==> src/rtl/mem_access_unit.sv <==
// Purpose: executes one byte/half/word load or store against a word-wide, no-byte-enable, sync-read RAM.
// Latency: done after 1 cycle (misaligned), 2 (word store), 3 (load) or 4 (sub-word store, read-modify-write).
// Backpressure: req_ready is high only in IDLE; the core holds its request until it is accepted.
module mem_access_unit #(
  parameter int ADDR_W = 10
) (
  input  logic              clk,
  input  logic              reset,
  input  logic              req_valid,
  output logic              req_ready,
  input  logic [1:0]        MemWrite,
  input  logic [2:0]        SizeLoad,
  input  logic              LoadOp,
  input  logic [31:0]       addr,
  input  logic [31:0]       wdata,
  output logic              done,
  output logic              err,
  output logic [31:0]       rdata,
  output logic [ADDR_W-1:0] mem_addr,
  output logic              mem_re,
  output logic              mem_we,
  output logic [31:0]       mem_wdata,
  input  logic [31:0]       mem_rdata
);

  typedef enum logic [2:0] {
    IDLE = 3'd0,
    RD   = 3'd1,
    DATA = 3'd2,
    WR   = 3'd3,
    ERR  = 3'd4
  } state_t;

  typedef enum logic [1:0] {
    SZ_W = 2'd0,
    SZ_H = 2'd1,
    SZ_B = 2'd2
  } size_t;

  state_t      state;
  state_t      state_n;

  // Request decode (combinational, from the core's live inputs)
  logic        req_store;
  logic        req_load;
  logic        req_take;
  size_t       req_size;
  logic        req_signed;
  logic        req_mis;

  // Registered operation
  logic        op_store;
  size_t       op_size;
  logic        op_signed;
  logic [1:0]  op_lane;
  logic [31:0] op_wdata;

  // Lane datapath
  logic [7:0]  byte_sel;
  logic [15:0] half_sel;
  logic [31:0] load_val;
  logic [31:0] merge_val;

  // Address bits above the RAM window do not select anything.
  logic        unused_addr_bits;
  assign unused_addr_bits = ^addr[31:ADDR_W+2];

  assign req_ready = (state == IDLE);
  assign req_store = (MemWrite != 2'b00);
  assign req_load  = !req_store && LoadOp;
  assign req_take  = req_valid && req_ready && (req_store || req_load);

  // Access size and signedness; a store code wins over any load code, unknown load codes act as lw.
  always_comb begin
    req_size   = SZ_W;
    req_signed = 1'b0;
    if (req_store) begin
      case (MemWrite)
        2'b10:   req_size = SZ_H;
        2'b11:   req_size = SZ_B;
        default: req_size = SZ_W;
      endcase
    end else begin
      case (SizeLoad)
        3'b001: begin req_size = SZ_H; req_signed = 1'b1; end
        3'b010: begin req_size = SZ_B; req_signed = 1'b1; end
        3'b011: req_size = SZ_B;
        3'b100: req_size = SZ_H;
        default: req_size = SZ_W;
      endcase
    end
  end

  // Words must sit on a 4-byte boundary, halves on a 2-byte boundary.
  always_comb begin
    req_mis = 1'b0;
    case (req_size)
      SZ_W:    req_mis = (addr[1:0] != 2'b00);
      SZ_H:    req_mis = addr[0];
      default: req_mis = 1'b0;
    endcase
  end

  // State register; reset drops any in-flight operation so no write can follow.
  always_ff @(posedge clk or posedge reset) begin
    if (reset) state <= IDLE;
    else       state <= state_n;
  end

  // Next-state and RAM strobes; read and write live in different states so they never overlap.
  always_comb begin
    state_n = state;
    mem_re  = 1'b0;
    mem_we  = 1'b0;
    case (state)
      IDLE: begin
        if (req_take) begin
          if (req_mis)                           state_n = ERR;
          else if (req_store && req_size == SZ_W) state_n = WR;
          else                                   state_n = RD;
        end
      end
      RD: begin
        mem_re  = 1'b1;
        state_n = DATA;
      end
      DATA: begin
        state_n = op_store ? WR : IDLE;
      end
      WR: begin
        mem_we  = 1'b1;
        state_n = IDLE;
      end
      ERR: begin
        state_n = IDLE;
      end
      default: begin
        state_n = IDLE;
      end
    endcase
  end

  // Pick the addressed byte and half out of the returned RAM word.
  always_comb begin
    case (op_lane)
      2'd0: byte_sel = mem_rdata[7:0];
      2'd1: byte_sel = mem_rdata[15:8];
      2'd2: byte_sel = mem_rdata[23:16];
      2'd3: byte_sel = mem_rdata[31:24];
    endcase
    half_sel = op_lane[1] ? mem_rdata[31:16] : mem_rdata[15:0];
  end

  // Sign- or zero-extend the selected lane into the load result.
  always_comb begin
    case (op_size)
      SZ_B:    load_val = {{24{op_signed & byte_sel[7]}}, byte_sel};
      SZ_H:    load_val = {{16{op_signed & half_sel[15]}}, half_sel};
      default: load_val = mem_rdata;
    endcase
  end

  // Read-modify-write merge: old word with only the addressed lane replaced by store data.
  always_comb begin
    merge_val = mem_rdata;
    if (op_size == SZ_B) begin
      case (op_lane)
        2'd0: merge_val[7:0]   = op_wdata[7:0];
        2'd1: merge_val[15:8]  = op_wdata[7:0];
        2'd2: merge_val[23:16] = op_wdata[7:0];
        2'd3: merge_val[31:24] = op_wdata[7:0];
      endcase
    end else if (op_size == SZ_H) begin
      if (op_lane[1]) merge_val[31:16] = op_wdata[15:0];
      else            merge_val[15:0]  = op_wdata[15:0];
    end
  end

  // Operation capture, RAM address/data, and the registered done/err/rdata outputs.
  always_ff @(posedge clk or posedge reset) begin
    if (reset) begin
      op_store  <= 1'b0;
      op_size   <= SZ_W;
      op_signed <= 1'b0;
      op_lane   <= 2'd0;
      op_wdata  <= 32'd0;
      mem_addr  <= '0;
      mem_wdata <= 32'd0;
      rdata     <= 32'd0;
      done      <= 1'b0;
      err       <= 1'b0;
    end else begin
      done <= 1'b0;
      err  <= 1'b0;
      if (req_take) begin
        op_store  <= req_store;
        op_size   <= req_size;
        op_signed <= req_signed;
        op_lane   <= addr[1:0];
        op_wdata  <= wdata;
        // Address is frozen here and stays put through RD, DATA and WR.
        mem_addr  <= addr[ADDR_W+1:2];
        mem_wdata <= wdata;
        if (req_mis) begin
          // Error completes while the FSM sits in ERR; rdata is left alone.
          done <= 1'b1;
          err  <= 1'b1;
        end
      end
      if (state == DATA) begin
        if (op_store) begin
          mem_wdata <= merge_val;
        end else begin
          rdata <= load_val;
          done  <= 1'b1;
        end
      end
      if (state == WR) begin
        done <= 1'b1;
      end
    end
  end

endmodule
==> config.mk <==
export PLATFORM = sky130hd
export DESIGN_NAME = mem_access_unit
export DESIGN_NICKNAME = d
export VERILOG_FILES = /design/src/rtl/mem_access_unit.sv
export SDC_FILE = /design/constraint.sdc
export NUM_CORES = 1
export LEC_CHECK = 0
export CORE_MARGIN = 5
export CORE_UTILIZATION = 46
export DETAILED_ROUTE_END_ITERATION = 8
export GPL_TIMING_DRIVEN = 0
export PLACE_DENSITY = 0.8
export SLEW_MARGIN = 20
export SYNTH_ARGS = -nofsm -noshare
export SYNTH_HDL_FRONTEND = slang
export SYNTH_SLANG_ARGS = --single-unit
==> constraint.sdc <==
create_clock -name clk -period 4.5 [get_ports clk]
set_clock_uncertainty 0.05 [all_clocks]
set_input_delay 0.9 -clock clk [delete_from_list [all_inputs] [get_ports clk]]
set_output_delay 0.9 -clock clk [all_outputs]
set_load 0.05 [all_outputs]
==> metrics.cfg, run 1 <==
[timing]
finalHoldViolCount=0
worstMarginPinSlew_ns=0.627
fin_crit_sh_pct=66.3
setup_ws_ns=1.52
maxSlewHeadroom_pct=58.0
report.final.slew_viol_count=0
fin_crit_ns=2.98
finalSetupViolCount=0
rsz0062_at_grt=no
max_freq_ghz=0.335

[synth]
synth_edf_count=0
async_flop_share_pct=100
ys_types=43
synth_top_family_by_area=multiplexers
ys_seq_elements=101
yosysWarnings=0
syn_inst=535
syn_area_sq_um=5250
synth_fa_ha_area_share_pct=0.477
synth_compound_area_share_pct=14.5
syn-num-nets=642
synth_flop_cell=dfrtp_1
synth-xor-area-share_pct=0.334
avgSynthCellArea_sq_um=9.81
muxShareOfSynthArea_pct=17.4
synthSimpleGateAreaFrac_pct=15.2
seq_area_frac_synth_pct=48.2

[clocking]
cts_resized=0
cts-buffers-inserted=9
cts_tree=done
cts_root_buf=clkbuf_16
hold_buffers=0
cts_max_level=3
postCtsSetupBuffers=0
clk_pin_slew_ns=0.07
cts_buffer_depth=2
cts.sinks=101
clk_latency_ns=0.34

[layout]
layout_commonest_cell=clkdlybuf4s50_1
diodes=0
drive_gt1_share_pct=11.2
fin_util_pct=65.2
area_delta_synth_final_pct=40.7
fin_nets=817
mostFrequentLayoutCells=163 x clkdlybuf4s50_1, 124 x nand2_1, 101 x dfrtp_1, 52 x mux2i_1, 44 x a21oi_1

[power_and_ir_drop]
power.internal_w=0.00317
combPwrFrac_pct=60.8
peakVddDrop_uv=491
p_sw_w=0.00317
power_density_nw_per_um2=859
power_frac_clock_pct=12.3
p_leak_nw=3.23
power.share.sequential_pct=26.9
swShare_pct=50.0

[setup_path]
crit_fanout=7
required_ns=3.55
arrival_ns=2.03
cp-end-kind=output pin
critPathLaunchType=flip-flop
path_class=reg2out

[placed_design]
gp_congestion=0.848
io_buffers=163
hpwl_um=12800
pre_cts_ws_ns=1.66

[routing]
first_pass_iters=5
drc_errors=0
antenna_left=0
vias_per_cell=5.55
wire_per_inst_um=19.4
vias=4759
drtIter0Drc=374
postRouteWirelength_um=16700

[floorplan]
io_pins=184
fp.coreArea_sq_um=11300
dieArea_sq_um=13600
start_util_pct=46.4
die_y_um=117
fp.dieW_um=117
core.rowCount=39

[grt]
first_global_vias=4843
grt_use_total_pct=24.9
antenna_found_initial=0
grt_first_pass_wirelength_um=26100
grt.overflow.total=0
grt_start_max_net_pins=78

[job]
cap_violations=0

[min_path]
hold_path.class=reg2reg

[status]
outcome=completed

path summary, 6_finish.rpt:
check / end / startpoint / cells past startpoint / slack (ns)
min reg2reg: mem_addr[9] / mem_addr[9] / 2 / 0.42
max in group asynchronous: mem_wdata[16] / reset / 3 / 2.89
max: mem_we / state[2] / 3 / 1.52
min: mem_addr[9] / mem_addr[9] / 2 / 0.42
min in group asynchronous: mem_wdata[5] / reset / 2 / 0.83
max reg2reg: mem_wdata[29] / op_size[1] / 7 / 2.18
area by class of cell:
class | instances | area, sq um
plain buffers | 33 | 183
clock buffers | 11 | 233
clock inverters | 5 | 60.1
fillers | 957 | 3940
inverters | 6 | 27.5
multi-input cells | 395 | 2520
flip-flops and latches | 101 | 2530
well taps | 143 | 179
repair buffers | 164 | 1660
synthesized netlist by cell type, drive strengths merged, types with 3 or more instances:
master | instances | share of area, %
nand2 | 124 | 8.9
dfrtp | 101 | 48
mux2i | 52 | 9.9
a21oi | 46 | 4.5
mux2 | 35 | 7.5
buf | 22 | 2.7
o21ai | 22 | 2.1
nor2 | 21 | 1.5
o22ai | 16 | 1.9
a31oi | 15 | 1.8
a22oi | 14 | 2.0
clkbuf | 11 | 0.79
or3 | 10 | 1.2
nand2b | 7 | 0.83
inv | 6 | 0.43
a211oi | 3 | 0.43
nor3 | 3 | 0.29
nor4b | 3 | 0.79
kinds of logic (layout without fill, tap and decap cells):
logic type,count (synthesis),count (layout)
AOI/OAI and AO/OA,125,125
xor gates and xnor gates,2,2
adders and majority gates,2,2
buffers and inverters,39,219
DFF,101,101
muxes,87,87
and+or+nand+nor,179,179
state kept, by name (all words and copies together), names as in the netlist:
register and cells:
op_signed 1, mem_wdata 32, err 1, state 3, op_store 1, op_lane 2, op_wdata 16, rdata 32
mem_addr 10, op_size 2, done 1
through the flow:
stage	std cells	hold slack, ns	cell area, sq um	power [W]	TNS, ns
3_3_place_gp	841	0.410	7060	0.00549	-54.45
4_1_cts	858	0.431	7380	0.00636	0
3_5_place_dp	842	0.413	7090	0.00557	0
2_1_floorplan	535	0.397	5250	0.00427	0
5_1_grt	858	0.464	7380	0.00669	0
6_report	858	0.424	7380	0.00635	0
critical path, stage by stage (launching register included):
cell             delay [ns]
dfrtp_1                0.48
and2b_1                0.26
and2_1                 0.15
clkdlybuf4s50_1        0.80
power groups by stage:
stage                     sequential, W  clock (W)  combinational [W]
after global routing            0.00176   0.000815            0.00411
final                           0.00171   0.000779            0.00386
after floorplan                 0.00280          0            0.00147
after CTS                       0.00171   0.000787            0.00387
after detailed placement        0.00172          0            0.00385
after global placement          0.00170          0            0.00379
routing by layer:
metal	GRT usage [%]	part of all wire, %	up-vias	routed length [um]
met1	34.4	43	2280	7140
met3	3.44	6.3	30	1050
met2	40.8	48	207	8000
li1	-	-	2242	-
met4	8.33	2.9	0	478
met5	0	0	-	0
(Power assumes the default switching activity.)
==> run 2, diff against run 1 <==
--- a/config.mk
+++ b/config.mk
@@ -6,10 +6,10 @@
 export NUM_CORES = 1
 export LEC_CHECK = 0
 export CORE_MARGIN = 5
-export CORE_UTILIZATION = 46
+export CORE_UTILIZATION = 41
 export DETAILED_ROUTE_END_ITERATION = 8
 export GPL_TIMING_DRIVEN = 0
-export PLACE_DENSITY = 0.8
+export PLACE_DENSITY = 0.76
 export SLEW_MARGIN = 20
 export SYNTH_ARGS = -nofsm -noshare
 export SYNTH_HDL_FRONTEND = slang
==> constraint.sdc (replaced) <==
create_clock -name clk -period 2.6 [get_ports clk]
set_clock_uncertainty 0.05 [all_clocks]
set_input_delay 0.52 -clock clk [delete_from_list [all_inputs] [get_ports clk]]
set_output_delay 0.52 -clock clk [all_outputs]
set_load 0.05 [all_outputs]
==> run 2 against run 1 <==
Effect of this change:
- cell count rose by 3.5%
- combinational power grew 74%
- hold slack got worse by 0.0053 ns
- count of clock-buffer cells in the layout fell by 1
- power increased by 76%
- sequential share of layout area shrank 0.52 points
- setup slack worse by 1.4 ns
- die area up 11%
- critical path depth shrank 1
- largest power group unchanged
- highest routed layer unchanged
==> metrics.cfg, run 2 (synthesis gave the netlist of run 1 again) <==
[clocking]
cts_max_level=3
cts.sinks=101
cts_resized=0
clk_latency_ns=0.35
clk_pin_slew_ns=0.07
postCtsSetupBuffers=0
cts_tree=done
hold_buffers=0
cts_root_buf=clkbuf_16
cts-buffers-inserted=9
cts_buffer_depth=2

[layout]
diodes=0
fin_nets=819
fin_util_pct=59.7
multiInputGateArea_sq_um=2520
fillers=1097
area_delta_synth_final_pct=42.9
design_area_sq_um=7500
register_area_sq_um=2530
drive_gt1_share_pct=11.6
mostFrequentLayoutCells=161 x clkdlybuf4s50_1, 124 x nand2_1, 101 x dfrtp_1, 52 x mux2i_1, 44 x a21oi_1
layout_commonest_cell=clkdlybuf4s50_1
reg.largest.list=mem_wdata x32, rdata x32, op_wdata x16

[placed_design]
place_area_sq_um=7160
hpwl_um=13300
io_buffers=163
gp_congestion=0.943
pre_cts_ws_ns=0.132

[floorplan]
io_pins=184
dieArea_sq_um=15200
fp.dieW_um=123
die_y_um=123
fp.coreArea_sq_um=12600
start_util_pct=41.8
core.rowCount=41

[grt]
antenna_found_initial=0
first_global_vias=4948
grt_use_total_pct=22.9
grt.overflow.total=0
grt_start_max_net_pins=36
grt_first_pass_wirelength_um=26500

[routing]
wire_per_inst_um=19.1
first_pass_iters=5
postRouteWirelength_um=17000
vias_per_cell=5.45
vias=4842
antenna_left=0
drtIter0Drc=335
drc_errors=0

[min_path]
hold_path.class=in2async

[setup_path]
cp-end-kind=output pin
reg2reg_depth=8
critical-path-slowest-cell=clkdlybuf4s50_1
timing.rr.end=rdata[12]
path_class=reg2out
required_ns=2.03
arrival_ns=1.95
cp_cell_sequence=nor3_2 > clkdlybuf4s50_1
crit_fanout=7
slowest_delay_ns=0.85
critPathLaunchType=flip-flop
timing.rr.start=op_size[0]
r2r_slack_ns=0.33

[timing]
maxSlewHeadroom_pct=58.2
rsz0062_at_grt=no
finalHoldViolCount=0
report.final.slew_viol_count=0
finalSetupViolCount=0
fin_crit_ns=2.52
setup_ws_ns=0.0796
fin_crit_sh_pct=96.9
max_freq_ghz=0.397
worstMarginPinSlew_ns=0.624

[power_and_ir_drop]
power.share.sequential_pct=26.3
power_density_nw_per_um2=1490
peakVddDrop_uv=669
power.total_w=0.0112
power.internal_w=0.00568
swShare_pct=49.2
combPwrFrac_pct=60.0
p_leak_nw=3.30
p_sw_w=0.00549
power_frac_clock_pct=13.6

[job]
cap_violations=0

[status]
outcome=completed

[run 2: cell count changes in the layout (fill, tap and decap cells not counted)]
cell	before	now
clkinv_2	1	2
inv_6	2	0
clkdlybuf4s50_1	163	161
clkinv_4	1	0
buf_16	1	0
dlymetal6s2s_1	0	2
nor3_1	3	2
buf_12	0	3
nor3_2	0	1
clkbuf_1	13	12
bufinv_16	1	3
[run 2: power groups by stage]
stage          logic, W  registers (W)  clock network (W)
2_1_floorplan   0.00254        0.00485                  0
3_3_place_gp    0.00656        0.00292                  0
3_5_place_dp    0.00669        0.00296                  0
4_1_cts         0.00671        0.00294            0.00154
5_1_grt         0.00712        0.00304            0.00160
6_report        0.00671        0.00294            0.00152
[run 2: worst max-delay path by stage]
| stage | start | endpoint | slack [ns] |
|---|---|---|---|
| finish | state[2] | req_ready | 0.08 |
| global route | state[2] | req_ready | 0.01 |
| CTS | state[2] | mem_we | 0.001 |
| detailed placement | MemWrite[1] | op_signed | 0.13 |
| global placement | reset | rdata[29] | -0.19 |
| floorplan | state[2] | mem_re | 0.39 |
[run 2: critical path, delay by kind of cell, from the launching register on]
kind,cells,cell delay (ns)
and+or+nand+nor,1,0.28
buffers and inverters,1,0.85
DFF,1,0.47
[run 2: stage by stage]
step | cells | hold slack [ns] | TNS, ns
2_1_floorplan | 535 | 0.397 | 0
3_3_place_gp | 870 | 0.410 | -18.28
3_5_place_dp | 873 | 0.412 | 0
4_1_cts | 888 | 0.410 | 0
5_1_grt | 888 | 0.445 | 0
6_report | 888 | 0.419 | 0
[run 2: layer usage]
| layer | vias up | part of all wire (%) | track usage, % | routed length (um) |
|---|---|---|---|---|
| met5 | - | 0 | 0 | 0 |
| li1 | 2254 | - | - | - |
| met4 | 0 | 2.9 | 9.69 | 488 |
| met1 | 2350 | 42 | 30.2 | 7200 |
| met3 | 30 | 7.6 | 4.25 | 1290 |
| met2 | 208 | 47 | 36.9 | 8000 |
[run 2: final cells by class]
type	count	area share [%]
sequential	101	33.7
multi-input combinational	395	33.6
timing repair buffer	166	22.6
clock buffer	10	3.05
tap	172	2.87
buffer	33	2.44
clock inverter	5	1.33
inverter	6	0.350
==> run 3, diff against run 2 <==
--- a/config.mk
+++ b/config.mk
@@ -6,10 +6,13 @@
 export NUM_CORES = 1
 export LEC_CHECK = 0
 export CORE_MARGIN = 5
-export CORE_UTILIZATION = 41
+export CORE_UTILIZATION = 60
+export CTS_BUF_LIST = sky130_fd_sc_hd__clkbuf_4
+export CTS_CLUSTER_DIAMETER = 30
 export DETAILED_ROUTE_END_ITERATION = 8
+export DONT_BUFFER_PORTS = 1
 export GPL_TIMING_DRIVEN = 0
-export PLACE_DENSITY = 0.76
+export PLACE_DENSITY = 0.78
 export SLEW_MARGIN = 20
 export SYNTH_ARGS = -nofsm -noshare
 export SYNTH_HDL_FRONTEND = slang
==> run 3 against run 2 <==
Effect of this change:
- critical path depth increased by 6
- first-iteration DRC count down 21%
- non-clock buffer count is 162 lower
- critical endpoint is now rdata[8]
- sequential power rose by 73%
- clock power is 31% lower
- die area is 29% lower
- power decreased by 17%
==> metrics.cfg, run 3 (synthesis gave the netlist of run 1 again) <==
[timing]
finalSetupViolCount=0
rsz0062_at_grt=no
fin_crit_ns=2.29
fin_crit_sh_pct=87.9
maxSlewHeadroom_pct=42.8
whs_ns=0.106
worstMarginPinSlew_ns=0.854
max_freq_ghz=0.438
tns_ns=0
finalHoldViolCount=0
report.final.slew_viol_count=0

[grt]
antenna_found_initial=0
grt_use_total_pct=27.5
grt_first_pass_wirelength_um=23800
grt_start_max_net_pins=36
grt.overflow.total=0
first_global_vias=4420

[routing]
drc_errors=0
vias_per_cell=6.28
wire_per_inst_um=22.2
vias=4164
postRouteWirelength_um=14700
first_pass_iters=5
antenna_left=0
drtIter0Drc=263

[clocking]
clk_latency_ns=0.43
postCtsSetupBuffers=0
cts.sinks=101
cts_buffer_depth=2
cts_tree=done
clk_pin_slew_ns=0.14
cts-buffers-inserted=9
cts_root_buf=clkbuf_4
cts_max_level=3

[min_path]
hold_start=SizeLoad[2]
hold_depth=1
hold_path.class=in2reg
worstHoldEndpoint=op_signed

[placed_design]
gp_congestion=0.928
hpwl_um=11400
dp_cells=646
io_buffers=0

[setup_path]
path_class=reg2reg
reg2reg_depth=8
timing.rr.start=op_size[0]
r2r_slack_ns=0.31
cp-end-kind=flip-flop
crit_fanout=10
timing.rr.end=rdata[8]
required_ns=2.86
arrival_ns=2.54
critPathLaunchType=flip-flop

[power_and_ir_drop]
p_leak_nw=2.57
power.total_w=0.00931
p_sw_w=0.00518
power.share.sequential_pct=54.6
peakVddDrop_uv=795
power_frac_clock_pct=11.2
power_density_nw_per_um2=1640
power.internal_w=0.00414
swShare_pct=55.6
combPwrFrac_pct=34.2

[status]
outcome=completed

[floorplan]
fp.coreArea_sq_um=8640
core.rowCount=34
die_y_um=104
fp.dieW_um=104
start_util_pct=60.8
dieArea_sq_um=10700
io_pins=184

[job]
cap_violations=0

[layout]
fin_nets=657
diodes=0
layout_commonest_cell=nand2_1
drive_gt1_share_pct=15.5
register_area_sq_um=2530
fillers=721
stdcell_count=663
reg.largest.list=mem_wdata x32, rdata x32, op_wdata x16
multiInputGateArea_sq_um=2530
area_delta_synth_final_pct=7.89
mostFrequentLayoutCells=124 x nand2_1, 101 x dfrtp_1, 52 x mux2i_1, 44 x a21oi_1, 35 x mux2_2

-- run 3: layer usage --
layer  GRT usage, %  share of wire [%]  vias up
li1               -                  -     1920
met3           8.21                 10       39
met4           12.3                3.3        0
met2           43.0                 47      198
met5              0                  0        -
met1           35.2                 39     2007
-- run 3: critical path: stages, from the launching register on --
cell	delay [ns]
dfrtp_1	0.38
inv_1	0.07
ha_1	0.27
clkbuf_1	0.39
inv_1	0.22
clkbuf_1	0.25
or3_1	0.40
o21ai_1	0.08
a21oi_1	0.05
-- run 3: layout make-up --
cell class | instances | area share (%)
buffer | 33 | 3.23
clock buffer | 11 | 1.46
clock inverter | 5 | 1.88
inverter | 6 | 0.464
multi-input combinational | 395 | 44.7
sequential | 101 | 44.6
tap | 108 | 2.39
timing repair buffer | 4 | 1.24
-- run 3: worst max path at each step --
| stage | startpoint | endpoint | slack [ns] |
|---|---|---|---|
| final | op_size[0] | rdata[8] | 0.31 |
| after global routing | op_size[0] | rdata[9] | 0.10 |
| after CTS | state[2] | op_wdata[10] | 0.18 |
| after detailed placement | state[2] | mem_addr[1] | 0.19 |
| after global placement | state[2] | op_size[1] | 0.24 |
| after floorplan | state[2] | mem_re | 0.39 |
-- run 3: power by group through the flow --
stage / clock (W) / sequential [W] / combinational (W)
after floorplan: 0 / 0.00485 / 0.00254
after global placement: 0 / 0.00510 / 0.00302
after detailed placement: 0 / 0.00512 / 0.00316
after CTS: 0.00106 / 0.00509 / 0.00318
after global routing: 0.00113 / 0.00518 / 0.00358
final: 0.00105 / 0.00508 / 0.00319
-- run 3: timing repair --
| item | in CTS | in global routing |
|---|---|---|
| hold buffers | 1 | 0 |
| gates resized for setup | 0 | 1 |
| hold endpoints to repair | 68 | 0 |
| setup endpoints to repair | 0 | 1 |
-- run 3: metrics by stage --
step                worst slack (ns)  utilization [%]  cell area (sq um)
floorplan                      0.392                -               5260
global placement               0.242             62.4               5390
detailed placement             0.187             63.2               5460
CTS                            0.181             65.5               5660
global route                   0.104             65.6               5660
finish                         0.315             65.6               5660
